===== config.mk =====
export PLATFORM = sky130hd
export DESIGN_NAME = pong_game_ctrl
export DESIGN_NICKNAME = d
export VERILOG_FILES = /design/src/rtl/pong_game_ctrl_pkg.sv /design/src/rtl/pong_game_ctrl_frame_tick.sv /design/src/rtl/pong_game_ctrl.sv
export SDC_FILE = /design/constraint.sdc
export NUM_CORES = 1
export LEC_CHECK = 0
export ABC_CLOCK_PERIOD_IN_PS = 10000
export BUFFER_PORTS_ARGS = -buffer_cell sky130_fd_sc_hd__buf_2
export CORE_UTILIZATION = 47
export DETAILED_ROUTE_END_ITERATION = 8
export PLACE_DENSITY_LB_ADDON = 0.12
export SLEW_MARGIN = 20
export SYNTH_ARGS = -nofsm -noshare
export SYNTH_HDL_FRONTEND = slang
export SYNTH_SLANG_ARGS = --single-unit
export TNS_END_PERCENT = 100

===== constraint.sdc =====
create_clock -name clk25 -period 10 [get_ports clk25]
set_input_delay 0.5 -clock clk25 [delete_from_list [all_inputs] [get_ports clk25]]
set_output_delay 0.5 -clock clk25 [all_outputs]
set_load 0.02 [all_outputs]

===== src/rtl/pong_game_ctrl_pkg.sv =====
// Shared state encodings, playfield geometry and small arithmetic helpers
// for the Pong game sequencer.
package pong_game_ctrl_pkg;

  typedef enum logic [2:0] {
    ST_IDLE  = 3'd0,
    ST_SERVE = 3'd1,
    ST_PLAY  = 3'd2,
    ST_POINT = 3'd3,
    ST_OVER  = 3'd4
  } state_t;

  localparam logic [9:0] H_ACTIVE    = 10'd640;
  localparam logic [9:0] V_ACTIVE    = 10'd480;
  localparam logic [9:0] BALL_SIZE   = 10'd5;
  localparam logic [9:0] PADDLE_W    = 10'd10;
  localparam logic [9:0] PADDLE_H    = 10'd100;
  localparam logic [9:0] P1_X        = 10'd15;
  localparam logic [9:0] P2_X        = 10'd615;
  localparam logic [9:0] TOP_LIM     = 10'd10;
  localparam logic [9:0] BOT_LIM     = 10'd470;
  localparam logic [9:0] PADDLE_STEP = 10'd4;
  localparam logic [9:0] BALL_SPEED  = 10'd2;
  localparam logic [5:0] SERVE_FRAMES = 6'd60;
  localparam logic [3:0] WIN_SCORE    = 4'd7;

  localparam logic [9:0] BALL_X0    = (H_ACTIVE - BALL_SIZE) / 10'd2;
  localparam logic [9:0] BALL_Y0    = (V_ACTIVE - BALL_SIZE) / 10'd2;
  localparam logic [9:0] PADDLE_Y0  = (V_ACTIVE - PADDLE_H) / 10'd2;
  localparam logic [9:0] PADDLE_MAX = BOT_LIM - PADDLE_H;
  localparam logic [9:0] BALL_Y_MAX = BOT_LIM - BALL_SIZE;
  localparam logic [9:0] P1_FACE    = P1_X + PADDLE_W;
  localparam logic [9:0] P2_FACE    = P2_X - BALL_SIZE;

  // Widen to 11 bits so sums used in compares cannot wrap.
  function automatic logic [10:0] ext(input logic [9:0] v);
    return {1'b0, v};
  endfunction

  function automatic logic [9:0] paddle_next(input logic [9:0] y,
                                             input logic up_n,
                                             input logic down_n);
    logic [9:0] res;
    if (!up_n && down_n) begin
      if (ext(y) <= ext(TOP_LIM) + ext(PADDLE_STEP)) res = TOP_LIM;
      else res = y - PADDLE_STEP;
    end else if (up_n && !down_n) begin
      if (ext(y) + ext(PADDLE_STEP) >= ext(PADDLE_MAX)) res = PADDLE_MAX;
      else res = y + PADDLE_STEP;
    end else begin
      res = y;
    end
    return res;
  endfunction

  function automatic logic [3:0] score_inc(input logic [3:0] s);
    return (s >= WIN_SCORE) ? WIN_SCORE : s + 4'd1;
  endfunction

endpackage


===== src/rtl/pong_game_ctrl_frame_tick.sv =====
// Per-frame tick from the falling edge of vsync, plus the serve hold counter
// that releases the ball after a fixed number of frames.
module pong_game_ctrl_frame_tick
  import pong_game_ctrl_pkg::*;
(
  input  logic clk25,
  input  logic rst_n,
  input  logic vga_vs,
  input  logic serve_active,
  output logic tick,
  output logic serve_done
);

  logic       vs_prev_r;
  logic [5:0] serve_cnt_r;

  assign serve_done = tick & serve_active & (serve_cnt_r == SERVE_FRAMES - 6'd1);

  // Edge detector and serve frame counter.
  always_ff @(posedge clk25 or negedge rst_n) begin
    if (!rst_n) begin
      vs_prev_r   <= 1'b0;
      tick        <= 1'b0;
      serve_cnt_r <= 6'd0;
    end else begin
      vs_prev_r <= vga_vs;
      tick      <= vs_prev_r & ~vga_vs;
      if (!serve_active || serve_done) begin
        serve_cnt_r <= 6'd0;
      end else if (tick) begin
        serve_cnt_r <= serve_cnt_r + 6'd1;
      end
    end
  end

endmodule


===== src/rtl/pong_game_ctrl.sv =====
// Pong game sequencer: owns ball, paddles, scores and game state, advancing
// once per video frame so the pixel logic only ever sees stable coordinates.
module pong_game_ctrl
  import pong_game_ctrl_pkg::*;
(
  input  logic       clk25,
  input  logic       rst_n,
  input  logic       vga_vs,
  input  logic       btn_1_up,
  input  logic       btn_1_down,
  input  logic       btn_2_up,
  input  logic       btn_2_down,
  output logic [9:0] ball_x,
  output logic [9:0] ball_y,
  output logic [9:0] paddle_1_y,
  output logic [9:0] paddle_2_y,
  output logic [3:0] score_1,
  output logic [3:0] score_2,
  output logic [2:0] game_state,
  output logic       game_over,
  output logic       winner
);

  state_t     state_r;
  logic       dx_neg_r, dy_neg_r, scorer_r, rel_r, pend_r;
  logic       tick_s, serve_done_s, all_rel_s, press_s;
  logic       overlap_1_s, overlap_2_s;
  logic [9:0] x_nxt_s, y_nxt_s, p1_nxt_s, p2_nxt_s;
  logic       dx_nxt_s, dy_nxt_s, miss_1_s, miss_2_s;

  pong_game_ctrl_frame_tick u_frame_tick (
    .clk25        (clk25),
    .rst_n        (rst_n),
    .vga_vs       (vga_vs),
    .serve_active (state_r == ST_SERVE),
    .tick         (tick_s),
    .serve_done   (serve_done_s)
  );

  assign game_state = state_r;
  assign all_rel_s  = btn_1_up & btn_1_down & btn_2_up & btn_2_down;
  // A press edge is remembered until the next tick so it cannot be lost between frames.
  assign press_s    = pend_r | (rel_r & ~all_rel_s);
  assign p1_nxt_s   = paddle_next(paddle_1_y, btn_1_up, btn_1_down);
  assign p2_nxt_s   = paddle_next(paddle_2_y, btn_2_up, btn_2_down);

  assign overlap_1_s = (ext(ball_y) + ext(BALL_SIZE) > ext(paddle_1_y)) &&
                       (ext(ball_y) < ext(paddle_1_y) + ext(PADDLE_H));
  assign overlap_2_s = (ext(ball_y) + ext(BALL_SIZE) > ext(paddle_2_y)) &&
                       (ext(ball_y) < ext(paddle_2_y) + ext(PADDLE_H));

  // Ball motion for one frame, judged against the current paddle positions.
  always_comb begin
    y_nxt_s  = ball_y;
    dy_nxt_s = dy_neg_r;
    x_nxt_s  = ball_x;
    dx_nxt_s = dx_neg_r;
    miss_1_s = 1'b0;
    miss_2_s = 1'b0;
    if (dy_neg_r) begin
      if (ext(ball_y) <= ext(TOP_LIM) + ext(BALL_SPEED)) begin
        y_nxt_s  = TOP_LIM;
        dy_nxt_s = 1'b0;
      end else begin
        y_nxt_s = ball_y - BALL_SPEED;
      end
    end else begin
      if (ext(ball_y) + ext(BALL_SPEED) >= ext(BALL_Y_MAX)) begin
        y_nxt_s  = BALL_Y_MAX;
        dy_nxt_s = 1'b1;
      end else begin
        y_nxt_s = ball_y + BALL_SPEED;
      end
    end
    if (dx_neg_r) begin
      if ((ext(ball_x) <= ext(P1_FACE) + ext(BALL_SPEED)) &&
          (ext(ball_x) >= ext(P1_FACE)) && overlap_1_s) begin
        x_nxt_s  = P1_FACE;
        dx_nxt_s = 1'b0;
      end else if (ext(ball_x) <= ext(BALL_SPEED)) begin
        miss_1_s = 1'b1;
      end else begin
        x_nxt_s = ball_x - BALL_SPEED;
      end
    end else begin
      if ((ext(ball_x) + ext(BALL_SPEED) >= ext(P2_FACE)) &&
          (ext(ball_x) <= ext(P2_FACE)) && overlap_2_s) begin
        x_nxt_s  = P2_FACE;
        dx_nxt_s = 1'b1;
      end else if (ext(ball_x) + ext(BALL_SIZE) + ext(BALL_SPEED) >= ext(H_ACTIVE)) begin
        miss_2_s = 1'b1;
      end else begin
        x_nxt_s = ball_x + BALL_SPEED;
      end
    end
  end

  // Game FSM with all registered outputs; state only moves on a frame tick.
  always_ff @(posedge clk25 or negedge rst_n) begin
    if (!rst_n) begin
      state_r    <= ST_IDLE;
      ball_x     <= BALL_X0;
      ball_y     <= BALL_Y0;
      paddle_1_y <= PADDLE_Y0;
      paddle_2_y <= PADDLE_Y0;
      score_1    <= 4'd0;
      score_2    <= 4'd0;
      dx_neg_r   <= 1'b0;
      dy_neg_r   <= 1'b0;
      game_over  <= 1'b0;
      winner     <= 1'b0;
      scorer_r   <= 1'b0;
      rel_r      <= 1'b0;
      pend_r     <= 1'b0;
    end else begin
      rel_r  <= all_rel_s;
      pend_r <= ((state_r == ST_IDLE) || (state_r == ST_OVER)) ? press_s : 1'b0;
      if (tick_s) begin
        case (state_r)
          ST_IDLE: begin
            if (press_s) begin
              state_r <= ST_SERVE;
              score_1 <= 4'd0;
              score_2 <= 4'd0;
              ball_x  <= BALL_X0;
              ball_y  <= BALL_Y0;
              pend_r  <= 1'b0;
            end
          end
          ST_SERVE: begin
            paddle_1_y <= p1_nxt_s;
            paddle_2_y <= p2_nxt_s;
            if (serve_done_s) state_r <= ST_PLAY;
          end
          ST_PLAY: begin
            paddle_1_y <= p1_nxt_s;
            paddle_2_y <= p2_nxt_s;
            ball_y     <= y_nxt_s;
            dy_neg_r   <= dy_nxt_s;
            if (miss_1_s) begin
              state_r  <= ST_POINT;
              score_2  <= score_inc(score_2);
              scorer_r <= 1'b1;
            end else if (miss_2_s) begin
              state_r  <= ST_POINT;
              score_1  <= score_inc(score_1);
              scorer_r <= 1'b0;
            end else begin
              ball_x   <= x_nxt_s;
              dx_neg_r <= dx_nxt_s;
            end
          end
          ST_POINT: begin
            ball_x   <= BALL_X0;
            ball_y   <= BALL_Y0;
            dx_neg_r <= scorer_r;
            if ((scorer_r ? score_2 : score_1) == WIN_SCORE) begin
              state_r   <= ST_OVER;
              game_over <= 1'b1;
              winner    <= scorer_r;
            end else begin
              state_r <= ST_SERVE;
            end
          end
          ST_OVER: begin
            if (press_s) begin
              state_r   <= ST_IDLE;
              game_over <= 1'b0;
              pend_r    <= 1'b0;
            end
          end
          default: state_r <= ST_IDLE;
        endcase
      end
    end
  end

endmodule

==> impl_summary.log, run 1 <==
INFO  metric run_status = completed
INFO  metric worst_skew_pair.late_latency = 0.35 ns
INFO  metric endpoints_failing_hold = 0
INFO  metric avgViaCountPerCell = 6.18
INFO  metric worstSetupPathType = reg -> reg
INFO  metric antenna_violations_before_repair = 0
INFO  metric timing_worst_slew_pin_value = 0.993 ns
INFO  metric vias_after_detailed_routing = 5,479
INFO  metric cts.reportedPaths.clkPinSlew = 0.06 ns
INFO  metric timing_max_transition_violations_final = 0
INFO  metric place.port_buffers = 57
INFO  metric cts_buffers = 9
INFO  metric drt.antenna.violating_nets = 0
INFO  metric tritoncts = done
INFO  metric yosysSeqAreaShare = 28.5%
INFO  metric synth_top_cell_area_share = 17.5%
INFO  metric grt_setup_unrepaired = no
INFO  metric grt_pass1_vias = 5,133
INFO  metric firstDrtPassIters = 7
INFO  metric finalPower = 1.88 mW
INFO  metric yosys.area.top_type = sky130_fd_sc_hd__dfrtp_1
INFO  metric die_area = 0.0126 mm2
INFO  metric synth.cell_area = 0.00573 mm2
INFO  metric max-vdd-ir-drop = 171 uV
INFO  metric cts_resized = 0
INFO  metric power_leakage = 2.78 nW
INFO  metric setup.worst_path.start_class = flop
INFO  metric areaGrowthSynthToFinish = 10.7%
INFO  metric floorplan.core_area = 0.0117 mm2
INFO  metric final_core_utilization = 54.4%
INFO  metric ys_seq_elements = 64
INFO  metric yosysWarningCount = 0
INFO  metric critical_path_arrival = 4.60 ns
INFO  metric cts-root-buf = sky130_fd_sc_hd__clkbuf_16
INFO  metric post-dp-hpwl = 11,300 um
INFO  metric fmax = 230 MHz
INFO  metric synth-main-ff-cell = sky130_fd_sc_hd__dfrtp_1
INFO  metric cts_hold_buf = 0
INFO  metric stdcell_count = 886
INFO  metric cts.path.max_buffers = 2
INFO  metric drive_gt1_share = 15.3%
INFO  metric synth-edff-count = 0
INFO  metric critical_path_required = 10.26 ns
INFO  metric powerDensity = 297 mW/mm2
INFO  metric initialDrtViolationCount = 397
INFO  metric layout_worst_path_cycle_share = 43.4%
INFO  metric detail_route.drc_violations = 0
INFO  metric route.final.wire_length = 15,500 um
INFO  metric grt_pass1_wl = 25,800 um
INFO  metric clock_skew = 0.00776 ns
INFO  metric routedWlPerCell = 17.5 um
INFO  metric finalSetupViolCount = 0
INFO  metric slew_headroom = 32.9%
INFO  metric die-width = 112 um
INFO  metric synth.distinct_cells = 74
INFO  metric grt_util_all_layers = 25.6%
INFO  metric hold_class = in -> reg
INFO  metric synthTopCellsByCount = sky130_fd_sc_hd__nand2_1, sky130_fd_sc_hd__nor2_1, sky130_fd_sc_hd__ha_1
INFO  metric ctsHtreeMaxLevel = 3
INFO  metric nNetsFinal = 801
INFO  metric start_util = 49.1%
INFO  metric fin_worst_hold_slack = 0.274 ns
INFO  metric path_max_fanout = 18
INFO  metric setup-tns-final = 0 ns
INFO  metric overflow = 0
INFO  metric synthTopCellsByArea = sky130_fd_sc_hd__dfrtp_1, sky130_fd_sc_hd__ha_1, sky130_fd_sc_hd__dfstp_2
INFO  metric grt_start_max_net_pins = 65
INFO  metric crit_path_end_kind = flop
INFO  metric cell_count_after_synthesis = 712
INFO  metric final_period_minus_worst_setup_slack = 4.34 ns
INFO  metric diodes = 0
INFO  metric floorplan.io_pins = 60
INFO  metric core.rowCount = 39
INFO  metric asyncSetResetFlopFracSynth = 100%
INFO  metric clock-sinks = 64
INFO  metric cap_violations = 0
INFO  metric postCtsSetupRepairBufs = 0
INFO  metric floorplan.die.height = 112 um
INFO  metric synthesis.area_per_instance = 8.05 um2
INFO  metric gp_congestion = 0.936
INFO  metric dp.cells = 870
[cells by family after synthesis]
group	count (synthesis)	synth area share, %
other	1	0.0654
AO/OA/AOI/OAI	202	23.9
XOR/XNOR	38	5.81
buffers and inverters	91	6.37
AND/OR/NAND/NOR	247	20.7
multiplexers	11	2.05
flip-flops	64	28.5
adder cells (fa/ha/maj)	58	12.6
[stage by stage]
stage	instance area (um2)	worst slack [ns]
after CTS	6350	5.70
after floorplan	5740	6.27
after detailed placement	6020	5.72
after global placement	6020	5.86
after global routing	6350	5.33
final	6350	5.66
[power breakdown]
group,switching (mW),internal [mW]
sequential,0.193,0.354
clock,0.128,0.226
combinational,0.584,0.399
total,0.905,0.979
[final timing paths]
| kind | from | endpoint | slack, ns | depth (start not counted) |
|---|---|---|---|---|
| setup / recovery | ball_y[2] | dx_neg_r | 5.66 | 14 |
| hold / removal | vga_vs | u_frame_tick.vs_prev_r | 0.27 | 1 |
| setup reg to reg | ball_y[2] | dx_neg_r | 5.66 | 14 |
| hold reg to reg | u_frame_tick.vs_prev_r | u_frame_tick.tick | 0.47 | 1 |
| max in group asynchronous | rst_n | ball_y[9] | 9.08 | 2 |
| min in group asynchronous | rst_n | paddle_1_y[6] | 0.30 | 2 |
[per-layer routing]
metal,vias up,global-route usage [%],share of wire [%]
li1,2646,-,-
met1,2625,34.7,46
met4,0,10.6,2.5
met2,178,40.3,46
met3,30,4.54,5.1
met5,-,0,0
[critical path, cell delays in order (launching register included)]
cell,delay (ns)
sky130_fd_sc_hd__dfstp_2,0.70
sky130_fd_sc_hd__inv_1,0.11
sky130_fd_sc_hd__ha_1,0.19
sky130_fd_sc_hd__a21oi_1,0.30
sky130_fd_sc_hd__nor2_1,0.11
sky130_fd_sc_hd__xor2_1,0.18
sky130_fd_sc_hd__ha_1,0.32
sky130_fd_sc_hd__nand4_1,0.16
sky130_fd_sc_hd__o31a_1,0.33
sky130_fd_sc_hd__o22ai_1,0.21
sky130_fd_sc_hd__a221oi_2,0.11
sky130_fd_sc_hd__a21oi_2,0.52
sky130_fd_sc_hd__a31o_1,0.63
sky130_fd_sc_hd__nor3_1,0.14
sky130_fd_sc_hd__a311oi_2,0.26
[cell type report]
type | instances | area [um2]
clock buffers | 10 | 239
clock inverters | 6 | 90.1
fillers | 1104 | 5320
inverters | 47 | 176
multi-input cells | 558 | 3740
flip-flops and latches | 64 | 1630
well taps | 143 | 179
repair buffers | 58 | 293
[layout by cell type (no fill, tap or decap), types with 5 or more instances in the layout]
| cell | count |
|---|---|
| sky130_fd_sc_hd__clkbuf_16 | 9 |
| sky130_fd_sc_hd__a22o_1 | 6 |
| sky130_fd_sc_hd__o21ai_1 | 5 |
| sky130_fd_sc_hd__buf_2 | 57 |
| sky130_fd_sc_hd__nor2_1 | 64 |
| sky130_fd_sc_hd__nor3_1 | 24 |
| sky130_fd_sc_hd__o21ai_0 | 45 |
| sky130_fd_sc_hd__and2_1 | 5 |
| sky130_fd_sc_hd__dfrtp_1 | 40 |
| sky130_fd_sc_hd__nand3_1 | 27 |
| sky130_fd_sc_hd__o21a_1 | 8 |
| sky130_fd_sc_hd__o22a_1 | 5 |
| sky130_fd_sc_hd__a21oi_1 | 37 |
| sky130_fd_sc_hd__nand2_1 | 64 |
| sky130_fd_sc_hd__dfstp_2 | 24 |
| sky130_fd_sc_hd__o22ai_1 | 9 |
| sky130_fd_sc_hd__mux2i_1 | 5 |
| sky130_fd_sc_hd__mux2_2 | 6 |
| sky130_fd_sc_hd__nand4_1 | 17 |
| sky130_fd_sc_hd__inv_1 | 47 |
| sky130_fd_sc_hd__nand2b_1 | 5 |
| sky130_fd_sc_hd__nor2b_1 | 7 |
| sky130_fd_sc_hd__and3_1 | 12 |
| sky130_fd_sc_hd__a211o_1 | 5 |
| sky130_fd_sc_hd__xnor2_1 | 30 |
| sky130_fd_sc_hd__xor2_1 | 8 |
| sky130_fd_sc_hd__ha_1 | 56 |
| sky130_fd_sc_hd__o2bb2ai_1 | 5 |
| sky130_fd_sc_hd__a31oi_1 | 15 |
| sky130_fd_sc_hd__a21o_1 | 5 |
| sky130_fd_sc_hd__a211oi_1 | 10 |
[flip-flops by register name, summed over array words and instances (netlist names)]
| name | flops |
|---|---|
| ball_x | 10 |
| ball_y | 10 |
| dx_neg_r | 1 |
| dy_neg_r | 1 |
| game_over | 1 |
| game_state | 3 |
| paddle_1_y | 9 |
| paddle_2_y | 9 |
| pend_r | 1 |
| rel_r | 1 |
| score_1 | 4 |
| score_2 | 4 |
| scorer_r | 1 |
| u_frame_tick.serve_cnt_r | 6 |
| u_frame_tick.tick | 1 |
| u_frame_tick.vs_prev_r | 1 |
| winner | 1 |
No activity file was read; power rests on OpenSTA's default activity.
==> inputs of run 2 (changes only) <==
Settings changed: ABC_CLOCK_PERIOD_IN_PS 10000 to 4500.
Clock period 10 ns to 4.5 ns, I/O delays scaled along.
==> run 2 against run 1 <==
Setup slack worse by 5.1 ns. Via count up 0.49%. Cell count up 0.56%.
==> impl_summary.log, run 2 (synthesis results as in run 1) <==
INFO  metric run_status = completed
INFO  metric tritoncts = done
INFO  metric slew_headroom = 28.8% (-4.1 points)
INFO  metric start_util = 49.1% (unchanged)
INFO  metric endpoints_failing_hold = 0 (unchanged)
INFO  metric hold_class = in -> reg
INFO  metric clock_skew = 0.00305 ns (-0.00471 ns)
INFO  metric avgViaCountPerCell = 6.18 (about the same)
INFO  metric clock-sinks = 64 (unchanged)
INFO  metric floorplan.core_area = 0.0117 mm2 (unchanged)
INFO  metric grt_pass1_vias = 5,239 (+2.1%)
INFO  metric highest_count_cells_in_the_layout_ignoring_fill_and_taps = sky130_fd_sc_hd__nand2_1, sky130_fd_sc_hd__nor2_1, sky130_fd_sc_hd__buf_2, sky130_fd_sc_hd__ha_1, sky130_fd_sc_hd__inv_1
INFO  metric place.port_buffers = 57 (unchanged)
INFO  metric post-dp-hpwl = 11,600 um (+2.1%)
INFO  metric cts_resized = 0 (unchanged)
INFO  metric critical_path_top_delay_cell = sky130_fd_sc_hd__dfstp_2
INFO  metric nNetsFinal = 806 (+0.62%)
INFO  metric antenna_violations_before_repair = 0 (unchanged)
INFO  metric preCtsSetupSlack = 0.629 ns (-5.09 ns)
INFO  metric worstSetupPathType = reg -> reg
INFO  metric layout_worst_path_cycle_share = 88.6% (+45 points)
INFO  metric grt_pass1_wl = 26,000 um (+0.83%)
INFO  metric crit_path_end_kind = flop
INFO  metric detail_route.drc_violations = 0 (unchanged)
INFO  metric wl_met1 = 7350 um (+2.2%)
INFO  metric setup.worst_path.start_class = flop
INFO  metric critical_path_arrival = 4.23 ns (-0.37 ns)
INFO  metric diodes = 0 (unchanged)
INFO  metric top_flop_regs = ball_x x10, ball_y x10
INFO  metric cap_violations = 0 (unchanged)
INFO  metric wl_met2 = 7150 um (+0.29%)
INFO  metric firstDrtPassIters = 6 (-1)
INFO  metric fin_worst_hold_slack = 0.235 ns (-0.0389 ns)
INFO  metric drt.antenna.violating_nets = 0 (unchanged)
INFO  metric drive_gt1_share = 15.6% (+0.30 points)
INFO  metric cts.path.max_buffers = 2 (unchanged)
INFO  metric worst_path_cell_chain = inv_1, ha_1, a21oi_1, nor2_1, xor2_1, ha_1, nand4_1, o221ai_1, o22ai_1, a221oi_2, a21oi_2, a31o_1, or2_4, a311oi_2
INFO  metric floorplan.die.height = 112 um (unchanged)
INFO  metric stdcell_count = 891 (+0.56%)
INFO  metric floorplan.io_pins = 60 (unchanged)
INFO  metric max-vdd-ir-drop = 469 uV (+170%)
INFO  metric ctsHtreeMaxLevel = 3 (unchanged)
INFO  metric power_leakage = 2.80 nW (+0.85%)
INFO  metric critical-path-top-cell-by-count = sky130_fd_sc_hd__ha_1
INFO  metric path_max_fanout = 18 (unchanged)
INFO  metric grt_start_max_net_pins = 46 (-29%)
INFO  metric critical_path_required = 4.74 ns (-5.52 ns)
INFO  metric grt_setup_unrepaired = no
INFO  metric initialDrtViolationCount = 367 (-7.6%)
INFO  metric cts_buffers = 9 (unchanged)
INFO  metric cts-root-buf = sky130_fd_sc_hd__clkbuf_16
INFO  metric fmax = 251 MHz (+8.9%)
INFO  metric highest_layer = met4
INFO  metric setup-tns-final = 0 ns (unchanged)
INFO  metric powerDensity = 662 mW/mm2 (+120%)
INFO  metric finalSetupViolCount = 0 (unchanged)
INFO  metric vias_after_detailed_routing = 5,506 (+0.49%)
INFO  metric grt_util_all_layers = 25.8% (+0.22 points)
INFO  metric timing_worst_slew_pin_value = 1.05 ns (+0.0612 ns)
INFO  metric overflow = 0 (unchanged)
INFO  metric finalPower = 4.23 mW (+120%)
INFO  metric core.rowCount = 39 (unchanged)
INFO  metric dp.cells = 873 (+0.34%)
INFO  metric delay_contributed_by_the_slowest_stage_of_the_critical_path = 0.70 ns (about the same)
INFO  metric routedWlPerCell = 17.6 um (+0.50%)
INFO  metric met3RoutedLength = 803 um (+0.75%)
INFO  metric setup_ws = 0.513 ns (-5.15 ns)
INFO  metric die_area = 0.0126 mm2 (unchanged)
INFO  metric worst_skew_pair.late_latency = 0.34 ns (about the same)
INFO  metric final_period_minus_worst_setup_slack = 3.99 ns (-0.355 ns)
INFO  metric route.final.wire_length = 15,700 um (+1.1%)
INFO  metric die-width = 112 um (unchanged)
INFO  metric gp_congestion = 0.948 (+1.3%)
INFO  metric timing_max_transition_violations_final = 0 (unchanged)
INFO  metric cts.reportedPaths.clkPinSlew = 0.06 ns (about the same)
INFO  metric areaGrowthSynthToFinish = 11.5%
[run 2: cell types whose count changed in the layout (fill, tap and decap cells not counted), sizes merged]
cell and delta:
buf +3, dlygate4sd3 +2
[run 2: final timing paths]
check                                        from           endpoint  slack [ns]  cells after the start
setup reg to reg                        ball_y[2]           dx_neg_r        0.51                     14
max in group asynchronous                   rst_n          ball_y[4]        3.12                      3
hold reg to reg            u_frame_tick.vs_prev_r  u_frame_tick.tick        0.46                      1
hold / removal                           btn_2_up              rel_r        0.24                      3
setup / recovery                        ball_y[2]           dx_neg_r        0.51                     14
min in group asynchronous                   rst_n      paddle_1_y[6]        0.40                      2
[run 2: layout make-up]
type	count	area [um2]
Inverter	47	176
Multi-Input combinational cell	558	3740
Tap cell	143	179
Sequential cell	64	1630
Fill cell	1092	5270
Clock buffer	10	239
Timing Repair Buffer	63	335
Clock inverter	6	90.1
[run 2: report_power, final]
| group | switching [mW] | total, mW | internal (mW) | leakage [nW] |
|---|---|---|---|---|
| registers | 0.404 | 1.19 | 0.787 | 0.776 |
| logic | 1.34 | 2.25 | 0.906 | 1.87 |
| clock network | 0.283 | 0.785 | 0.502 | 0.159 |
| total | 2.03 | 4.23 | 2.20 | 2.80 |
[run 2: what timing repair did]
| action | 4_1_cts | 5_1_grt |
|---|---|---|
| hold buffers | 2 | 0 |
| endpoints found under the hold margin | 7 | 0 |
| setup buffers | 0 | 0 |
[run 2: through the flow]
step                      area [um2]  utilization, %
final                           6390            54.8
after global routing            6390            54.8
after CTS                       6390            54.8
after detailed placement        6040            51.8
after global placement          6040            51.8
after floorplan                 5740               -
[run 2: metal layers]
layer	track usage (%)	vias to the layer above
met4	8.80	0
met1	35.0	2645
met3	4.54	25
li1	-	2658
met2	41.6	178
met5	0	-
[run 2: critical path, delay by kind of cell (launching register included)]
family | cells | cell delay [ns]
flops | 1 | 0.70
buf+inv | 1 | 0.11
fa+ha+maj | 2 | 0.50
simple gates | 3 | 0.60
xor+xnor | 1 | 0.17
compound gates | 7 | 1.82
==> inputs of run 3 (changes only) <==
Settings changed: CTS_BUF_LIST set to sky130_fd_sc_hd__clkbuf_4 sky130_fd_sc_hd__clkbuf_8, REMOVE_ABC_BUFFERS set to 1.
==> run 3 against run 2 <==
Sequential share of layout area rose by 0.31 points. Critical endpoint is now ball_x[2]. Cell area fell by 1.2%. Combinational power is 2% lower. Die area did not move.
==> impl_summary.log, run 3 (synthesis results as in run 1) <==
INFO  metric run_status = completed
INFO  metric global_route.peak_usage_layer = met2
INFO  metric highest_count_cells_in_the_layout_ignoring_fill_and_taps = sky130_fd_sc_hd__nand2_1, sky130_fd_sc_hd__nor2_1, sky130_fd_sc_hd__buf_2, sky130_fd_sc_hd__ha_1, sky130_fd_sc_hd__inv_1
INFO  metric gp_congestion = 0.921 (-2.8%)
INFO  metric route.final.wire_length = 15,600 um (-0.59%)
INFO  metric worst_skew_pair.late_latency = 0.38 ns (+0.04 ns)
INFO  metric endpoints_failing_hold = 0 (unchanged)
INFO  metric drive_gt1_share = 15.6% (unchanged)
INFO  metric finalSetupViolCount = 0 (unchanged)
INFO  metric top_flop_regs = ball_x x10, ball_y x10
INFO  metric post-dp-hpwl = 11,600 um (+0.67%)
INFO  metric powerDensity = 645 mW/mm2 (-2.5%)
INFO  metric use_met3 = 3.73% (-0.81 points)
INFO  metric die-width = 112 um (unchanged)
INFO  metric fmax = 250 MHz (-0.28%)
INFO  metric worstSetupPathType = reg -> reg
INFO  metric layout_worst_path_cycle_share = 88.9% (+0.25 points)
INFO  metric tritoncts = done
INFO  metric cap_violations = 0 (unchanged)
INFO  metric final_period_minus_worst_setup_slack = 4.00 ns (+0.0111 ns)
INFO  metric max-vdd-ir-drop = 412 uV (-12%)
INFO  metric slew_headroom = 33.5% (+4.7 points)
INFO  metric hold_class = in -> reg
INFO  metric initialDrtViolationCount = 409 (+11%)
INFO  metric gr-usage-met2 = 40.3% (-1.3 points)
INFO  metric cts.reportedPaths.clkPinSlew = 0.08 ns (+0.02 ns)
INFO  metric firstDrtPassIters = 5 (-1)
INFO  metric regArea = 0.00163 mm2 (unchanged)
INFO  metric place.port_buffers = 57 (unchanged)
INFO  metric critical_path_required = 4.81 ns (+0.07 ns)
INFO  metric floorplan.core_area = 0.0117 mm2 (unchanged)
INFO  metric floorplan.io_pins = 60 (unchanged)
INFO  metric stdcell_count = 891 (unchanged)
INFO  metric antenna_violations_before_repair = 0 (unchanged)
INFO  metric timing_worst_slew_pin_value = 0.985 ns (-0.0690 ns)
INFO  metric cts_resized = 0 (unchanged)
INFO  metric grt_start_max_net_pins = 34 (-26%)
INFO  metric floorplan.die.height = 112 um (unchanged)
INFO  metric clock-sinks = 64 (unchanged)
INFO  metric core.rowCount = 39 (unchanged)
INFO  metric multiInputGateArea = 0.00374 mm2 (unchanged)
INFO  metric setup_ws = 0.502 ns (-0.0111 ns)
INFO  metric clock_skew = 0.0128 ns (+0.00972 ns)
INFO  metric start_util = 49.1% (unchanged)
INFO  metric die_area = 0.0126 mm2 (unchanged)
INFO  metric diodes = 0 (unchanged)
INFO  metric drt.antenna.violating_nets = 0 (unchanged)
INFO  metric nNetsFinal = 806 (unchanged)
INFO  metric final_core_utilization = 54.1% (-0.65 points)
INFO  metric ctsHtreeMaxLevel = 3 (unchanged)
INFO  metric path_max_fanout = 18 (unchanged)
INFO  metric avgViaCountPerCell = 6.08 (-1.7%)
INFO  metric crit_path_end_kind = flop
INFO  metric critical_path.reg2reg.startpoint = ball_y[2]
INFO  metric grt_pass1_vias = 5,023 (-4.1%)
INFO  metric power_leakage = 2.77 nW (-1.3%)
INFO  metric dp.cells = 873 (unchanged)
INFO  metric cts-root-buf = sky130_fd_sc_hd__clkbuf_8
INFO  metric grt_util_all_layers = 25.6% (-0.17 points)
INFO  metric critical_path_arrival = 4.30 ns (+0.07 ns)
INFO  metric overflow = 0 (unchanged)
INFO  metric setup.worst_path.start_class = flop
INFO  metric setup-tns-final = 0 ns (unchanged)
INFO  metric min_from = btn_2_up
INFO  metric vias_after_detailed_routing = 5,414 (-1.7%)
INFO  metric routedWlPerCell = 17.5 um (-0.59%)
INFO  metric cts_buffers = 9 (unchanged)
INFO  metric fin_worst_hold_slack = 0.168 ns (-0.0671 ns)
INFO  metric cts.path.max_buffers = 2 (unchanged)
INFO  metric fillCellCount = 1,115 (+2.1%)
INFO  metric timing.critical_path.from = ball_y[2]
INFO  metric timing_max_transition_violations_final = 0 (unchanged)
INFO  metric areaGrowthSynthToFinish = 10.2%
INFO  metric grt_setup_unrepaired = no
INFO  metric detail_route.drc_violations = 0 (unchanged)
INFO  metric grt_pass1_wl = 25,600 um (-1.5%)
INFO  metric preCtsSetupSlack = 0.537 ns (-0.0916 ns)
INFO  metric globalRouteMet1Util = 35.6% (+0.53 points)
==> run 3: cell types whose count changed in the layout (fill, tap and decap cells not counted) <==
cell | before | now
sky130_fd_sc_hd__clkbuf_16 | 9 | 0
sky130_fd_sc_hd__bufinv_16 | 2 | 3
sky130_fd_sc_hd__clkinv_2 | 1 | 0
sky130_fd_sc_hd__clkbuf_8 | 1 | 10
==> run 3: final cells by class <==
cell class | count | share of cell area, %
Inverter | 47 | 2.79
Tap cell | 143 | 2.83
Sequential cell | 64 | 25.8
Multi-Input combinational cell | 558 | 59.2
Clock buffer | 10 | 2.18
Clock inverter | 6 | 1.82
Timing Repair Buffer | 63 | 5.31
==> run 3: final timing paths <==
path	end	slack (ns)	cells past startpoint
worst max-delay path	ball_x[2]	0.50	14
worst min-delay path	rel_r	0.17	3
worst max register to register	ball_x[2]	0.50	14
worst min register to register	u_frame_tick.tick	0.48	1
max in group asynchronous	ball_y[6]	3.05	3
min in group asynchronous	paddle_2_y[8]	0.48	2
==> run 3: metal layers <==
metal | part of all wire (%) | routed length [um] | vias up
met5 | 0 | 0 | -
met4 | 1.9 | 303 | 0
met3 | 4.8 | 743 | 18
met2 | 45 | 7050 | 176
met1 | 48 | 7490 | 2563
li1 | - | - | 2657
==> run 3: per-stage QoR <==
stage / area, um2 / power, mW
after global routing: 6310 / 4.42
after detailed placement: 6040 / 3.39
after floorplan: 5550 / 2.71
after CTS: 6310 / 4.06
after global placement: 6040 / 3.35
final: 6310 / 4.07
==> run 3: critical path: stages (launching register included) <==
cell	delay (ns)
sky130_fd_sc_hd__dfstp_2	0.70
sky130_fd_sc_hd__inv_1	0.11
sky130_fd_sc_hd__ha_1	0.20
sky130_fd_sc_hd__a21oi_1	0.30
sky130_fd_sc_hd__nor2_1	0.11
sky130_fd_sc_hd__xor2_1	0.17
sky130_fd_sc_hd__ha_1	0.32
sky130_fd_sc_hd__nand4_1	0.15
sky130_fd_sc_hd__o31a_1	0.32
sky130_fd_sc_hd__o22ai_1	0.25
sky130_fd_sc_hd__a221oi_2	0.12
sky130_fd_sc_hd__a21oi_2	0.18
sky130_fd_sc_hd__a31o_1	0.57
sky130_fd_sc_hd__or2_4	0.25
sky130_fd_sc_hd__a2bb2oi_1	0.18
==> run 3: timing repair <==
item / 4_1_cts / 5_1_grt
setup buffers: 0 / 0
setup endpoints to repair: 0 / 0
endpoints found under the hold margin: 17 / 0
hold buffers: 2 / 0
==> run 3: power by group <==
group          switching (mW)  internal (mW)
sequential              0.427          0.787
clock                   0.262          0.386
combinational            1.31          0.898
